--- src/rtl/mem_rmw_controller.sv ---
// mem_rmw_controller: sub-word load/store sequencer on top of a 32-bit
// word-only data memory (combinational read, synchronous whole-word write).
// Byte/halfword stores are done as read-modify-write; loads are extended.
// Optional feature macro: MEM_RMW_ALIGN_CHECK_EN -- when defined, misaligned
// halfword/word requests are rejected; otherwise low address bits are
// forced to natural alignment.
module mem_rmw_controller #(
    parameter int unsigned MEM_BYTES = 256
) (
    input  logic        clk,
    input  logic        rst_n,
    input  logic        req_valid,
    output logic        req_ready,
    input  logic        req_we,
    input  logic [1:0]  req_size,
    input  logic        req_unsigned,
    input  logic [31:0] req_addr,
    input  logic [31:0] req_wdata,
    output logic        rsp_valid,
    input  logic        rsp_ready,
    output logic [31:0] rsp_rdata,
    output logic        rsp_err,
    output logic [31:0] mem_addr,
    output logic [31:0] mem_wdata,
    output logic        mem_we,
    input  logic [31:0] mem_rdata
);

    typedef enum logic [2:0] {
        ST_IDLE,
        ST_LOAD,
        ST_MERGE,
        ST_WRITE,
        ST_RESP
    } state_t;

    state_t      state_q;
    logic [1:0]  size_q;
    logic        uns_q;
    logic [31:0] addr_q;
    logic [31:0] wdata_q;
    logic [31:0] rdata_q;
    logic        err_q;

    logic        acc_err_d;
    logic [31:0] acc_addr_d;
    logic [31:0] load_d;
    logic [31:0] merge_d;
    logic [7:0]  lane_byte;
    logic [15:0] lane_half;

    // Classify the incoming request: legality and the address to latch.
    always_comb begin
        acc_addr_d = req_addr;
        acc_err_d  = (req_size == 2'b11) || (req_addr >= MEM_BYTES);
`ifdef MEM_RMW_ALIGN_CHECK_EN
        if (req_size == 2'b01 && req_addr[0]) begin
            acc_err_d = 1'b1;
        end
        if (req_size == 2'b10 && req_addr[1:0] != 2'b00) begin
            acc_err_d = 1'b1;
        end
`else
        if (req_size == 2'b01) begin
            acc_addr_d[0] = 1'b0;
        end
        if (req_size == 2'b10) begin
            acc_addr_d[1:0] = 2'b00;
        end
`endif
    end

    // Select the addressed lane from the memory word and extend it for loads.
    always_comb begin
        case (addr_q[1:0])
            2'd0:    lane_byte = mem_rdata[7:0];
            2'd1:    lane_byte = mem_rdata[15:8];
            2'd2:    lane_byte = mem_rdata[23:16];
            default: lane_byte = mem_rdata[31:24];
        endcase
        lane_half = addr_q[1] ? mem_rdata[31:16] : mem_rdata[15:0];
        case (size_q)
            2'b00:   load_d = uns_q ? {24'h0, lane_byte} : {{24{lane_byte[7]}}, lane_byte};
            2'b01:   load_d = uns_q ? {16'h0, lane_half} : {{16{lane_half[15]}}, lane_half};
            default: load_d = mem_rdata;
        endcase
    end

    // Overlay the store data onto the current memory word for sub-word stores.
    always_comb begin
        merge_d = mem_rdata;
        if (size_q == 2'b00) begin
            case (addr_q[1:0])
                2'd0:    merge_d[7:0]   = wdata_q[7:0];
                2'd1:    merge_d[15:8]  = wdata_q[7:0];
                2'd2:    merge_d[23:16] = wdata_q[7:0];
                default: merge_d[31:24] = wdata_q[7:0];
            endcase
        end else if (addr_q[1]) begin
            merge_d[31:16] = wdata_q[15:0];
        end else begin
            merge_d[15:0] = wdata_q[15:0];
        end
    end

    // Request sequencer: accept, access memory, hold the response until taken.
    always_ff @(posedge clk or negedge rst_n) begin
        if (!rst_n) begin
            state_q <= ST_IDLE;
            size_q  <= '0;
            uns_q   <= 1'b0;
            addr_q  <= '0;
            wdata_q <= '0;
            rdata_q <= '0;
            err_q   <= 1'b0;
        end else begin
            case (state_q)
                ST_IDLE: begin
                    if (req_valid) begin
                        size_q  <= req_size;
                        uns_q   <= req_unsigned;
                        addr_q  <= acc_addr_d;
                        wdata_q <= req_wdata;
                        rdata_q <= '0;
                        err_q   <= acc_err_d;
                        if (acc_err_d) begin
                            state_q <= ST_RESP;
                        end else if (!req_we) begin
                            state_q <= ST_LOAD;
                        end else if (req_size == 2'b10) begin
                            state_q <= ST_WRITE;
                        end else begin
                            state_q <= ST_MERGE;
                        end
                    end
                end
                ST_LOAD: begin
                    rdata_q <= load_d;
                    state_q <= ST_RESP;
                end
                ST_MERGE: begin
                    wdata_q <= merge_d;
                    state_q <= ST_WRITE;
                end
                ST_WRITE: begin
                    state_q <= ST_RESP;
                end
                ST_RESP: begin
                    if (rsp_ready) begin
                        state_q <= ST_IDLE;
                    end
                end
                default: begin
                    state_q <= ST_IDLE;
                end
            endcase
        end
    end

    // Write enable is a pure state decode so an asynchronous reset kills it at once.
    assign req_ready = (state_q == ST_IDLE);
    assign rsp_valid = (state_q == ST_RESP);
    assign mem_we    = (state_q == ST_WRITE);
    assign rsp_rdata = rdata_q;
    assign rsp_err   = err_q;
    assign mem_addr  = {addr_q[31:2], 2'b00};
    assign mem_wdata = wdata_q;

endmodule

--- config.mk ---
export PLATFORM = sky130hd
export DESIGN_NAME = mem_rmw_controller
export DESIGN_NICKNAME = d
export VERILOG_FILES = /design/src/rtl/mem_rmw_controller.sv
export SDC_FILE = /design/constraint.sdc
export NUM_CORES = 1
export LEC_CHECK = 0
export CAP_MARGIN = 0
export CORE_ASPECT_RATIO = 0.7
export CORE_MARGIN = 5
export CORE_UTILIZATION = 49
export CTS_CLUSTER_SIZE = 40
export DETAILED_ROUTE_END_ITERATION = 8
export GPL_ROUTABILITY_DRIVEN = 0
export PLACE_DENSITY = 0.89
export SLEW_MARGIN = 20
export SYNTH_ARGS = -nofsm -noshare
export SYNTH_HDL_FRONTEND = slang
export SYNTH_SLANG_ARGS = --single-unit
--- constraint.sdc ---
create_clock -name clk -period 5.35 [get_ports clk]
set_input_delay 1.07 -clock clk [delete_from_list [all_inputs] [get_ports clk]]
set_output_delay 1.07 -clock clk [all_outputs]
set_load 0.005 [all_outputs]
==> run_summary.xml <==
<?xml version="1.0" encoding="UTF-8"?>
<metrics>
  <group name="cells_and_area">
    <metric name="antenna-diode-count" unit="">0</metric>
    <metric name="final_core_utilization" unit="">0.6909</metric>
    <metric name="multi_input_comb_area" unit="um^2">2441</metric>
    <metric name="final_nets" unit="">812</metric>
    <metric name="drive_gt1_frac" unit="">0.1052</metric>
    <metric name="finish.cell_count_without_fillers" unit="">866</metric>
    <metric name="layout_common_cells" unit="">200 x sky130_fd_sc_hd__clkdlybuf4s50_1, 125 x sky130_fd_sc_hd__nand2_1, 103 x sky130_fd_sc_hd__dfrtp_1, 27 x sky130_fd_sc_hd__mux2i_1, 25 x sky130_fd_sc_hd__mux2_2</metric>
    <metric name="fillerInstances" unit="">790</metric>
    <metric name="seq_area" unit="um^2">2577</metric>
    <metric name="area_delta_synth_final" unit="%">37.68</metric>
    <metric name="postLayoutCellArea" unit="um^2">7607</metric>
    <metric name="final_common_cell" unit="">sky130_fd_sc_hd__clkdlybuf4s50_1</metric>
  </group>
  <group name="setup_path">
    <metric name="cp.required" unit="ns">5.61</metric>
    <metric name="arrival" unit="ns">3.29</metric>
    <metric name="rr_endpoint" unit="">mem_wdata[3]$_DFFE_PN0P_</metric>
    <metric name="worstSetupPathType" unit="">in -&gt; reg</metric>
    <metric name="critical_path.startpoint_type" unit="">input pin</metric>
    <metric name="r2r_setup_slack" unit="ns">2.64</metric>
    <metric name="regToRegStartpoint" unit="">state_q[1]$_DFFE_PN0P_</metric>
    <metric name="critPathCapture" unit="">mem_wdata[25]$_DFFE_PN0P_</metric>
    <metric name="crit_path_start" unit="">req_valid</metric>
    <metric name="cp-end-kind" unit="">flop</metric>
    <metric name="timing.reg2reg.worst_path_depth" unit="">5</metric>
    <metric name="worst-path-max-fanout" unit="">41</metric>
  </group>
  <group name="placed_design">
    <metric name="portBuffers" unit="">201</metric>
    <metric name="placed_cells_incl_taps" unit="">850</metric>
    <metric name="dpl.hpwl" unit="um">13530</metric>
    <metric name="dp_slack" unit="ns">1.948</metric>
    <metric name="postPlaceCellArea" unit="um^2">7316</metric>
  </group>
  <group name="synthesis">
    <metric name="number_of_flops_mapped_to_enable_cells_by_yosys" unit="">0</metric>
    <metric name="netlist_instances" unit="">560</metric>
    <metric name="primary_flip_flop_cell_chosen_by_synthesis_mapping" unit="">sky130_fd_sc_hd__dfrtp_1</metric>
    <metric name="synth-simple-area-share" unit="">0.1653</metric>
    <metric name="sequential_element_share_of_the_synthesized_area" unit="">0.4665</metric>
    <metric name="yosys.area_share.adder" unit="">0</metric>
    <metric name="synth_xor_area_frac" unit="">0</metric>
    <metric name="post_synth_instance_area" unit="um^2">5525</metric>
    <metric name="synthArstFlopShare" unit="">1.000</metric>
    <metric name="synth_warnings" unit="">0</metric>
    <metric name="post_synth_num_cell_types" unit="">52</metric>
    <metric name="synth.avg_cell_area" unit="um^2">9.867</metric>
    <metric name="synth.area.mux_share" unit="">0.1039</metric>
    <metric name="post_synthesis_compound_gate_area_fraction" unit="">0.1680</metric>
    <metric name="postSynthRegisterBits" unit="">103</metric>
    <metric name="main_combinational_cell_family_by_area_after_synthesis" unit="">compound AO/OA/AOI/OAI gates</metric>
  </group>
  <group name="timing">
    <metric name="post-route-worst-setup-slack" unit="ns">2.313</metric>
    <metric name="maxSlewHeadroom" unit="">0.2280</metric>
    <metric name="report.final.hold_viol_count" unit="">0</metric>
    <metric name="unrepaired_setup_endpoints_after_global_routing" unit="">no</metric>
    <metric name="final.min_clock_period" unit="ns">3.037</metric>
    <metric name="max_clock_freq" unit="MHz">329.3</metric>
    <metric name="report.final.setup_viol" unit="">0</metric>
    <metric name="clk_skew" unit="ns">0.008065</metric>
    <metric name="timing.setup.tns" unit="ns">0</metric>
    <metric name="whs" unit="ns">0.4785</metric>
    <metric name="report.final.slew_viol_count" unit="">0</metric>
    <metric name="layout_worst_path_cycle_share" unit="">0.5677</metric>
    <metric name="worstMarginPinSlew" unit="ns">1.155</metric>
  </group>
  <group name="cts">
    <metric name="clock_insertion_delay_worst_skew" unit="ns">0.35</metric>
    <metric name="cts-resized-gates" unit="">0</metric>
    <metric name="cts_tree" unit="">built</metric>
    <metric name="cts.sink_count" unit="">103</metric>
    <metric name="tritoncts.num_buffers" unit="">9</metric>
    <metric name="post_cts_hold_buffer_count" unit="">0</metric>
    <metric name="clk_transition_reported_paths" unit="ns">0.07</metric>
    <metric name="cts.root.buffer_cell" unit="">sky130_fd_sc_hd__clkbuf_16</metric>
    <metric name="cts_setup_buffers" unit="">0</metric>
    <metric name="cts_buffer_depth" unit="">2</metric>
    <metric name="cts_max_level" unit="">3</metric>
  </group>
  <group name="routing">
    <metric name="routed_wl_per_cell" unit="um">20.70</metric>
    <metric name="postRouteAntennaNets" unit="">0</metric>
    <metric name="firstDrtPassIters" unit="">7</metric>
    <metric name="vias" unit="">5067</metric>
    <metric name="route.detailed.vias_per_inst" unit="">5.851</metric>
    <metric name="post-route-drc-count" unit="">0</metric>
    <metric name="drt_initial_violations" unit="">535</metric>
    <metric name="wl" unit="um">17920</metric>
  </group>
  <group name="global_route">
    <metric name="grt_start_max_net_pins" unit="">66</metric>
    <metric name="grt_usage" unit="">0.2610</metric>
    <metric name="initial_antenna_violation_count" unit="">0</metric>
    <metric name="global_route_wire_length_before_repair" unit="um">27450</metric>
    <metric name="first_global_vias" unit="">4995</metric>
    <metric name="overflow" unit="">0</metric>
  </group>
  <group name="power_and_ir_drop">
    <metric name="max-vdd-ir-drop" unit="mV">0.1980</metric>
    <metric name="switching_share" unit="">0.3099</metric>
    <metric name="seq_power_share" unit="">0.431</metric>
    <metric name="total_switching_power" unit="mW">0.7186</metric>
    <metric name="power_report.internal_total" unit="mW">1.600</metric>
    <metric name="combinationalPowerShare" unit="">0.295</metric>
    <metric name="leakage" unit="nW">3.411</metric>
    <metric name="post-layout-total-power" unit="mW">2.319</metric>
    <metric name="power.share.clock" unit="">0.274</metric>
    <metric name="power_per_cell_area" unit="nW/um^2">304.8</metric>
  </group>
  <group name="die">
    <metric name="core-area" unit="um^2">11010</metric>
    <metric name="die_h" unit="um">98.85</metric>
    <metric name="fp.dieArea" unit="um^2">13530</metric>
    <metric name="floorplan.die.width" unit="um">136.9</metric>
    <metric name="rows" unit="">32</metric>
    <metric name="total_i_o_pin_count" unit="">204</metric>
    <metric name="floorplan.initialDensity" unit="">0.5018</metric>
  </group>
  <group name="hold_path">
    <metric name="worstHoldPathType" unit="">reg -&gt; reg</metric>
  </group>
  <group name="run_status">
    <metric name="run_status" unit="">finished clean</metric>
  </group>
  <group name="flow_run">
    <metric name="maxCapViolCount" unit="">0</metric>
  </group>
</metrics>
[cells in the mapped netlist (12+ instances only)]
| library cell | number | area share |
|---|---|---|
| sky130_fd_sc_hd__nor2_1 | 13 | 0.0088 |
| sky130_fd_sc_hd__buf_2 | 15 | 0.014 |
| sky130_fd_sc_hd__mux2_2 | 25 | 0.051 |
| sky130_fd_sc_hd__inv_1 | 12 | 0.0082 |
| sky130_fd_sc_hd__buf_4 | 39 | 0.053 |
| sky130_fd_sc_hd__a21o_1 | 16 | 0.022 |
| sky130_fd_sc_hd__a221oi_1 | 12 | 0.019 |
| sky130_fd_sc_hd__a211oi_1 | 18 | 0.024 |
| sky130_fd_sc_hd__dfrtp_1 | 103 | 0.47 |
| sky130_fd_sc_hd__nor2b_1 | 15 | 0.017 |
| sky130_fd_sc_hd__nand2_1 | 125 | 0.085 |
| sky130_fd_sc_hd__o21ai_0 | 20 | 0.018 |
| sky130_fd_sc_hd__a221o_1 | 13 | 0.024 |
| sky130_fd_sc_hd__mux2i_1 | 27 | 0.049 |
[registers in the layout (all words and copies together) (netlist names)]
| name | flops |
|---|---|
| addr_q | 32 |
| uns_q | 1 |
| mem_wdata | 32 |
| rsp_err | 1 |
| size_q | 2 |
| state_q | 3 |
| rsp_rdata | 32 |
[critical path, stage by stage]
cell and delay, ns:
sky130_fd_sc_hd__clkdlybuf4s50_1 0.54, sky130_fd_sc_hd__nor4b_4 0.80, sky130_fd_sc_hd__buf_4 0.53, sky130_fd_sc_hd__nand2_1 0.13, sky130_fd_sc_hd__a31oi_1 0.21
[layout make-up]
cell class                      instances  share of cell area
Clock buffer                           11             0.03191
Clock inverter                          5            0.005592
Inverter                               14            0.007566
Multi-Input combinational cell        373              0.3209
Sequential cell                       103              0.3388
Tap cell                              153             0.02516
Timing Repair Buffer                  207              0.2701
[power groups by stage]
| stage | logic (mW) | clock network [mW] | registers [mW] |
|---|---|---|---|
| floorplan | 0.382 | 0 | 0.965 |
| global placement | 0.656 | 0 | 1.00 |
| detailed placement | 0.679 | 0 | 1.01 |
| CTS | 0.684 | 0.639 | 0.997 |
| global route | 0.733 | 0.670 | 1.02 |
| finish | 0.683 | 0.635 | 1.00 |
[logic make-up after synthesis]
kind of cell           after synthesis
buffers and inverters               85
DFF                                103
other                                1
muxes                               53
and+or+nand+nor                    198
AOI/OAI and AO/OA                  120
[worst min path at each step]
stage,from,end,slack (ns),depth (start not counted)
after detailed placement,addr_q[4]$_DFFE_PN0P_,addr_q[4]$_DFFE_PN0P_,0.46,2
after global placement,addr_q[12]$_DFFE_PN0P_,addr_q[12]$_DFFE_PN0P_,0.46,2
after global routing,addr_q[21]$_DFFE_PN0P_,addr_q[21]$_DFFE_PN0P_,0.50,2
final,addr_q[30]$_DFFE_PN0P_,addr_q[30]$_DFFE_PN0P_,0.48,2
after CTS,addr_q[30]$_DFFE_PN0P_,addr_q[30]$_DFFE_PN0P_,0.48,2
after floorplan,addr_q[10]$_DFFE_PN0P_,addr_q[10]$_DFFE_PN0P_,0.45,2
[routing by layer]
layer | vias up | global-route usage | part of all wire | routed length, um
met4 | 0 | 0.09279 | 0.031 | 556
met2 | 303 | 0.3974 | 0.46 | 8333
met3 | 49 | 0.06327 | 0.096 | 1715
met5 | - | 0 | 0 | 0
li1 | 2235 | - | - | -
met1 | 2480 | 0.3644 | 0.41 | 7316
Power figures use the tool's default switching activity.
